[src/rtl/mem_access_unit.sv]
// mem_access_unit: data-memory access stage for a 32-bit pipeline.
// Validates a load/store from EX/MEM, drives a word-aligned bus transaction,
// waits for mem_resp (bounded by MAX_WAIT) and formats the load result.
module mem_access_unit #(
    parameter int MAX_WAIT = 255
) (
    input  logic        clk,
    input  logic        rst_n,
    input  logic        ex_valid,
    input  logic        ex_read,
    input  logic        ex_write,
    input  logic [2:0]  ex_funct3,
    input  logic [31:0] ex_addr,
    input  logic [31:0] ex_wdata,
    output logic        stall,
    output logic [31:0] load_data,
    output logic        load_valid,
    output logic        err,
    output logic        timeout,
    output logic        mem_read,
    output logic        mem_write,
    output logic [31:0] mem_address,
    output logic [31:0] mem_wdata,
    output logic [3:0]  mem_byte_enable,
    input  logic [31:0] mem_rdata,
    input  logic        mem_resp
);

    localparam logic [15:0] MAX_WAIT_C = 16'(MAX_WAIT);

    typedef enum logic [1:0] {
        IDLE   = 2'd0,
        ACCESS = 2'd1,
        DONE   = 2'd2
    } state_t;

    state_t      state_r;
    state_t      state_next_s;
    logic [15:0] wait_cnt_r;
    logic [2:0]  funct3_r;
    logic [1:0]  offset_r;
    logic        legal_s;
    logic        aligned_s;
    logic        accept_s;
    logic        reject_s;
    logic        wait_last_s;
    logic [3:0]  mask_s;
    logic [31:0] wdata_s;

    // Select the addressed byte/halfword of a bus word and extend it per funct3.
    function automatic logic [31:0] format_load(input logic [2:0] f3,
                                                input logic [1:0] off,
                                                input logic [31:0] rdata);
        logic [31:0] sh;
        sh = rdata >> {off, 3'b000};
        case (f3)
            3'b000:  format_load = {{24{sh[7]}}, sh[7:0]};
            3'b001:  format_load = {{16{sh[15]}}, sh[15:0]};
            3'b100:  format_load = {24'h000000, sh[7:0]};
            3'b101:  format_load = {16'h0000, sh[15:0]};
            default: format_load = sh;
        endcase
    endfunction

    // Decode the EX/MEM request: legality, alignment, byte enables, store data.
    always_comb begin
        legal_s   = 1'b0;
        aligned_s = 1'b0;
        mask_s    = 4'b1111;
        wdata_s   = ex_wdata << {ex_addr[1:0], 3'b000};
        if (ex_read) begin
            case (ex_funct3)
                3'b000, 3'b001, 3'b010, 3'b100, 3'b101: legal_s = 1'b1;
                default:                                legal_s = 1'b0;
            endcase
        end else begin
            case (ex_funct3)
                3'b000, 3'b001, 3'b010: legal_s = 1'b1;
                default:                legal_s = 1'b0;
            endcase
        end
        // funct3[1:0] gives the access size for both signed and unsigned loads
        case (ex_funct3[1:0])
            2'b00:   aligned_s = 1'b1;
            2'b01:   aligned_s = ~ex_addr[0];
            2'b10:   aligned_s = (ex_addr[1:0] == 2'b00);
            default: aligned_s = 1'b0;
        endcase
        if (ex_write) begin
            case (ex_funct3[1:0])
                2'b00:   mask_s = 4'b0001 << ex_addr[1:0];
                2'b01:   mask_s = 4'b0011 << ex_addr[1:0];
                default: mask_s = 4'b1111;
            endcase
        end else begin
            mask_s = 4'b1111;
        end
        accept_s    = (state_r == IDLE) && ex_valid && (ex_read ^ ex_write) && legal_s && aligned_s;
        reject_s    = (state_r == IDLE) && ex_valid && (ex_read || ex_write) && !accept_s;
        wait_last_s = ((wait_cnt_r + 16'd1) == MAX_WAIT_C);
    end

    // Stall while an access is being accepted or is in flight.
    always_comb begin
        stall = accept_s || (state_r == ACCESS);
    end

    // Next-state logic; a response takes priority over a simultaneous timeout.
    always_comb begin
        state_next_s = state_r;
        case (state_r)
            IDLE: begin
                if (accept_s) state_next_s = ACCESS;
                else          state_next_s = IDLE;
            end
            ACCESS: begin
                if (mem_resp || wait_last_s) state_next_s = DONE;
                else                         state_next_s = ACCESS;
            end
            DONE:    state_next_s = IDLE;
            default: state_next_s = IDLE;
        endcase
    end

    // State register.
    always_ff @(posedge clk or negedge rst_n) begin
        if (!rst_n) state_r <= IDLE;
        else        state_r <= state_next_s;
    end

    // Registered bus strobes, load result, status pulses and wait counter.
    always_ff @(posedge clk or negedge rst_n) begin
        if (!rst_n) begin
            wait_cnt_r      <= 16'd0;
            funct3_r        <= 3'b000;
            offset_r        <= 2'b00;
            mem_read        <= 1'b0;
            mem_write       <= 1'b0;
            mem_address     <= 32'h0000_0000;
            mem_wdata       <= 32'h0000_0000;
            mem_byte_enable <= 4'b0000;
            load_data       <= 32'h0000_0000;
            load_valid      <= 1'b0;
            err             <= 1'b0;
            timeout         <= 1'b0;
        end else begin
            case (state_r)
                IDLE: begin
                    load_valid <= 1'b0;
                    load_data  <= 32'h0000_0000;
                    timeout    <= 1'b0;
                    err        <= reject_s;
                    if (accept_s) begin
                        wait_cnt_r      <= 16'd0;
                        funct3_r        <= ex_funct3;
                        offset_r        <= ex_addr[1:0];
                        mem_read        <= ex_read;
                        mem_write       <= ex_write;
                        mem_address     <= {ex_addr[31:2], 2'b00};
                        mem_wdata       <= wdata_s;
                        mem_byte_enable <= mask_s;
                    end else begin
                        wait_cnt_r <= wait_cnt_r;
                    end
                end
                ACCESS: begin
                    err <= 1'b0;
                    if (mem_resp) begin
                        mem_read   <= 1'b0;
                        mem_write  <= 1'b0;
                        load_valid <= mem_read;
                        load_data  <= mem_read ? format_load(funct3_r, offset_r, mem_rdata) : 32'h0000_0000;
                    end else if (wait_last_s) begin
                        mem_read   <= 1'b0;
                        mem_write  <= 1'b0;
                        timeout    <= 1'b1;
                        load_valid <= 1'b0;
                        load_data  <= 32'h0000_0000;
                    end else begin
                        wait_cnt_r <= wait_cnt_r + 16'd1;
                    end
                end
                DONE: begin
                    load_valid <= 1'b0;
                    load_data  <= 32'h0000_0000;
                    timeout    <= 1'b0;
                    err        <= 1'b0;
                end
                default: begin
                    mem_read   <= 1'b0;
                    mem_write  <= 1'b0;
                    load_valid <= 1'b0;
                    load_data  <= 32'h0000_0000;
                    timeout    <= 1'b0;
                    err        <= 1'b0;
                end
            endcase
        end
    end

endmodule

[config.mk]
export PLATFORM = sky130hd
export DESIGN_NAME = mem_access_unit
export DESIGN_NICKNAME = d
export VERILOG_FILES = /design/src/rtl/mem_access_unit.sv
export SDC_FILE = /design/constraint.sdc
export NUM_CORES = 1
export LEC_CHECK = 0
export CORE_MARGIN = 3
export CORE_UTILIZATION = 50
export CTS_CLUSTER_SIZE = 40
export DETAILED_ROUTE_END_ITERATION = 6
export PLACE_DENSITY = 0.86
export SYNTH_ARGS = -nofsm -noshare
export SYNTH_HDL_FRONTEND = slang
export SYNTH_SLANG_ARGS = --single-unit
[constraint.sdc]
create_clock -name clk -period 5.2 [get_ports clk]
set_clock_uncertainty 0.05 [all_clocks]
set_input_delay 1.3 -clock clk [delete_from_list [all_inputs] [get_ports clk]]
set_output_delay 1.3 -clock clk [all_outputs]
set_load 0.01 [all_outputs]
Yosys cells after proc, flatten, opt, wreduce, memory -nomap -nowiden
Cells that the tools add are included.
Widths: inputs -> output; s select.
- eq/ne operators: 17
- add/sub/neg operators: 1
- bitwise logic cells: 3
- shift-type cells: 4
- reduce and logical (&&, ||, !) cells: 22
- mux-type cells: 30
- operators by type and width (kind ; number):
    $mux 32 ; 4
    $pmux 32 s4 ; 1
    $mux 16 ; 3
    $pmux 16 s2 ; 1
    $shl 32x5->32 ; 1
    $shr 32x5->32 ; 1
    $add 16x1->16 const B ; 1
    $eq 16x8->1 const B ; 1
    $mux 1 ; 14
    $eq 3x3->1 const B ; 4
    $pmux 1 s3 ; 3
    $ne 2x2->1 const B ; 4
    $pmux 4 s2 ; 1
    $eq 3x1->1 const B ; 2
    $logic_and 1x1->1 ; 6
    $logic_not 2->1 ; 3
    $logic_not 3->1 ; 2
    $reduce_or 5->1 ; 1
    $eq 2x1->1 const B ; 2
    $eq 2x2->1 const B ; 2
    $mux 4 ; 1
    $pmux 2 s2 ; 1
    $reduce_and 2->1 ; 2
    $reduce_and 4->1 ; 1
    12 further kinds ; 15
- bits of input ports: 105
- word-level logic and storage cells: 90
- output and inout port bits: 106
- bits in registers: 126

Longest topological paths before layout
- depth in word-level cells: 9
- gate-level depth with buffers: 10
- depth with buffers taken out: 9

Worst setup path before layout
No wires, ideal clock.
- path kind: input to output
- start point: in ex_read
- end point: out stall
- path slack: 1.190 ns
- stages on the path: 7
- buffers on the path: 2
- arrival time: 2.660 ns
- data required time: 3.850 ns
- cell sequence: inv_1 ha_1 o211a_1 nand3_1 clkbuf_1 buf_1 nand2_1
- cells in the longest elaborated chain, start to end: 5
- elaborated cells between the ends (all ways): 6
- those cells by class: mux (1); bitwise (1); reduce/logical (4)
- RTL lines (item ; RTL line ; RTL):
    from (decl) ; 10 ; input logic ex_read,
    $xor 1x1->1 ; 98 ; accept_s = (state_r == IDLE) && ex_valid && (ex_read ^ ex_write) && legal_s && aligned_s;
    $logic_and 1x1->1 ; 98 ;
    $logic_and 1x1->1 * (2 in series) ; 98 ;
    $logic_or 1x1->1 * ; 105 ; stall = accept_s || (state_r == ACCESS);
    to (decl) ; 15 ; output logic stall,
Mark *: on every way between the ends. The rest lies on a longest branch, timed or not.

Worst setup path after layout
- start point: in ex_write
- end point: out stall
- cells in the longest elaborated chain, start to end: 5
- RTL lines (item ; RTL line ; RTL):
    from (decl) ; 11 ; input logic ex_write,
    $xor 1x1->1 ; 98 ;
    $logic_and 1x1->1 (3 in series) ; 98 ;
    $logic_or 1x1->1 ; 105 ;
No other way between the ends.

==> reports/results.tsv <==
stage	metric	value	unit
critical_path	launch point of the critical path	ex_write	
critical_path	worst reg2reg endpoint	wait_cnt_r[7]	
critical_path	endpoint class of the critical path	primary output	
routing	Detail Route met3 WL	1540	um
place	total instance count after detailed placement	1054	
timing	final number of setup-violating endpoints	0	
routing	number of DRC violations after detailed routing	0	
min_path	type of the tightest min-delay check	reg2reg	
cts	maximum clock insertion buffer count	2	
cells_and_area	net total in the final layout	1013	
timing	RSZ-0062 raised after global routing	false	
logic_synthesis	yosys synthesis warning count	0	
cts	clock transition at the registers of the reported paths	0.05	ns
critical_path	most common cell type on the critical path	sky130_fd_sc_hd__clkdlybuf4s50_1	
floorplanning	total I/O pin count	211	
cells_and_area	synthesis-to-layout area growth	43.8	%
pwr	total power density per cell area	384	mW/mm^2
timing	transition time at the pin with the least slew margin	0.968	ns
routing	top routing layer in use	met5	
cells_and_area	fill count	907	
timing	share of the clock period used by the worst path after layout	86.6	%
critical_path	reg2reg start	wait_cnt_r[0]	
floorplanning	Die Area	0.0140	sq mm
run	Max-Cap Viols	0	
outcome	outcome	completed	
place	final weighted congestion of routability-driven global placement	0.885	
cts	TritonCTS clock tree	built	
cells_and_area	fraction of final layout cells with drive strength greater than 1	6.54	%
cts	post-cts repair resize count	0	
routing	1st-iter DRT viols	512	
logic_synthesis	synthesized flop and latch total	126	
global_routing	largest net degree at the start of global routing	89	
logic_synthesis	share of async-settable or async-resettable flops after synthesis	100	%
cells_and_area	Multi-input gate area	0.00292	sq mm
global_routing	global-route total usage across every layer	26.8	%
cells_and_area	non-filler instance count after layout	1086	
routing	WL met2	9000	um
logic_synthesis	sequential area share after synthesis	50.0	%
cells_and_area	post-layout utilization of the core	74.6	%
cts	clock latency on the worst-skew pair	0.42	ns
cts	H-tree depth reported by CTS	4	
routing	vias	5875	
logic_synthesis	most used flip-flop cell after synthesis	sky130_fd_sc_hd__dfrtp_1	
timing	clock period minus worst slack	4.50	ns
floorplanning	area of the core region	0.0122	sq mm
logic_synthesis	total standard cell area after synthesis	0.00631	sq mm
critical_path	data arrival time of the critical path	3.15	ns
logic_synthesis	Syn Inst Count	720	
critical_path	Max Fanout on Critical Path	3	
floorplanning	initial cell density of the core	51.9	%
cts	hold buffer count at CTS	0	
routing	length of the first detailed-routing pass in iterations	5	
logic_synthesis	Yosys cell types	53	
critical_path	Worst Reg-to-Reg Cells	9	
timing	Final Hold Vio Count	0	
routing	Total Wirelength	18200	um
pwr	leakage power	4.11	nW
place	dpl hpwl	12800	um
routing	per-cell via count in the routed design	5.41	
cts	Post-CTS Setup Bufs	0	
cts	number of sinks on the clock net	126	
logic_synthesis	number of enable-type register cells in the synthesized netlist	0	
critical_path	kind of start point of the critical path	primary input	
floorplanning	Die Span Y	118	um
critical_path	cell with the largest stage delay on the worst path	sky130_fd_sc_hd__clkdlybuf4s50_1	
global_routing	total global routing overflow	0	
timing	number of pins exceeding their max-slew limit in the final report	0	
critical_path	crit path kind	in2out	
cells_and_area	register area	0.00315	sq mm
cells_and_area	commonest non-fill, non-tap cell in the layout	sky130_fd_sc_hd__nand2_1	
timing	setup TNS after final layout	0	ns
cts	Clock Root Buffer	sky130_fd_sc_hd__clkbuf_16	
floorplanning	number of placement rows	40	
timing	top achievable clock speed	222	MHz
cells_and_area	top library cells by usage in the layout, fill and taps aside	sky130_fd_sc_hd__nand2_1 (229), sky130_fd_sc_hd__clkdlybuf4s50_1 (206), sky130_fd_sc_hd__dfrtp_1 (126), sky130_fd_sc_hd__a21oi_1 (35), sky130_fd_sc_hd__mux2i_1 (35)	
critical_path	Critical Path RT	3.85	ns
logic_synthesis	average size of a mapped cell	8.76	sq um
cells_and_area	number of antenna cells inserted	0	
place	port buffer count	208	
critical_path	Worst Setup EP	stall	
global_routing	number of global-route vias before repair	5951	
routing	total routed wire length on the met1 layer	7290	um
critical_path	crit-path max cell delay	0.54	ns
floorplanning	Die X	118	um
routing	antenna violation net count after detailed routing	0	
routing	average wire per cell in the routed design	16.8	um
pwr	worst voltage drop across the vdd grid	0.262	mV
global_routing	initial antenna violation count	1	
critical_path	slack of the worst reg-to-reg path	1.77	ns
global_routing	wire length of the first global-routing pass	29900	um
cts	Num CTS Buffers	17	
critical_path	worst path cell trace	clkdlybuf4s50_1, inv_1, ha_1, o211a_1, nand3_4, nand2_1, clkdlybuf4s50_1	
timing	Max transition margin	35.5	%
## stage by stage
step | total power, mW | instance area [sq um] | hold slack, ns | setup slack, ns
finish | 3.49 | 9070 | 0.416 | 0.699
floorplan | 1.73 | 6310 | 0.420 | 1.19
global route | 3.67 | 9070 | 0.442 | 0.654
global placement | 2.24 | 8450 | 0.401 | 0.752
CTS | 3.51 | 9070 | 0.419 | 0.700
detailed placement | 2.26 | 8450 | 0.407 | 0.746
## synth_stat cells (all sizes together) (2+ instances only)
master | instances | area share, %
nand3 | 18 | 1.6
nor2 | 33 | 2.0
inv | 10 | 0.60
mux2 | 9 | 1.6
nor3 | 10 | 0.79
a31oi | 6 | 0.60
ha | 3 | 0.60
buf | 21 | 1.7
nor4 | 7 | 0.89
nor2b | 15 | 1.5
o31ai | 9 | 1.1
a21oi | 36 | 2.9
o21a | 2 | 0.24
nand4 | 3 | 0.30
a211o | 4 | 0.56
and2 | 2 | 0.20
mux2i | 35 | 5.6
o211ai | 2 | 0.24
o21ai | 51 | 4.0
dfrtp | 126 | 50
and3 | 5 | 0.50
a211oi | 8 | 0.95
xnor2 | 5 | 0.69
a22o | 19 | 2.6
clkbuf | 30 | 1.8
nand2 | 229 | 14
o22ai | 2 | 0.20
or2 | 3 | 0.30
nand2b | 2 | 0.20
xor2 | 3 | 0.42
## final cells by class
| cell class | count | area share [%] |
|---|---|---|
| repair buffers | 216 | 23.5 |
| clock buffers | 17 | 4.69 |
| clock inverters | 15 | 2.08 |
| well taps | 168 | 2.32 |
| inverters | 10 | 0.414 |
| multi-input cells | 534 | 32.2 |
| flip-flops and latches | 126 | 34.8 |
## routing by layer
| metal | track usage (%) | vias up |
|---|---|---|
| li1 | - | 2818 |
| met1 | 31.4 | 2813 |
| met2 | 45.0 | 208 |
| met3 | 10.2 | 34 |
| met4 | 10.0 | 2 |
| met5 | 0 | - |
## registers in the layout (all words and copies together) (netlist names)
| name | cells |
|---|---|
| funct3_r | 3 |
| err | 1 |
| timeout | 1 |
| mem_byte_enable | 4 |
| state_r | 2 |
| mem_wdata | 32 |
| offset_r | 2 |
| load_data | 32 |
| mem_read | 1 |
| mem_address | 30 |
| load_valid | 1 |
| mem_write | 1 |
| wait_cnt_r | 16 |
## worst min-delay path by stage
stage	end	cells past startpoint	from	slack [ns]
floorplan	funct3_r[2]	2	funct3_r[2]	0.42
global placement	mem_wdata[0]	2	mem_wdata[0]	0.40
global route	mem_wdata[2]	2	mem_wdata[2]	0.44
finish	mem_wdata[0]	2	mem_wdata[0]	0.42
detailed placement	mem_wdata[0]	2	mem_wdata[0]	0.41
CTS	mem_wdata[0]	2	mem_wdata[0]	0.42
## worst max-delay path: cells and delay by family
kind / cells / cell delay (ns)
adder cells (fa/ha/maj): 1 / 0.28
AO/OA/AOI/OAI: 1 / 0.22
AND/OR/NAND/NOR: 2 / 0.18
buffers and inverters: 3 / 1.17
## cell families after synthesis
kind of cell    after synthesis  synth area share, %
simple gates                330                 22.4
compound gates              147                 14.6
flops                       126                 50.0
buf+inv                      61                 4.13
mux                          44                 7.16
xor+xnor                      8                 1.11
fa+ha+maj                     3                0.595
other cells                   1               0.0595
## report_power, final
part | total (mW) | leakage [nW] | switching (mW) | internal (mW)
clock network | 1.23 | 0.293 | 0.469 | 0.761
registers | 1.29 | 1.66 | 0.136 | 1.15
logic | 0.969 | 2.16 | 0.466 | 0.502
total | 3.49 | 4.11 | 1.07 | 2.41
No activity file was read; power rests on OpenSTA's default activity.
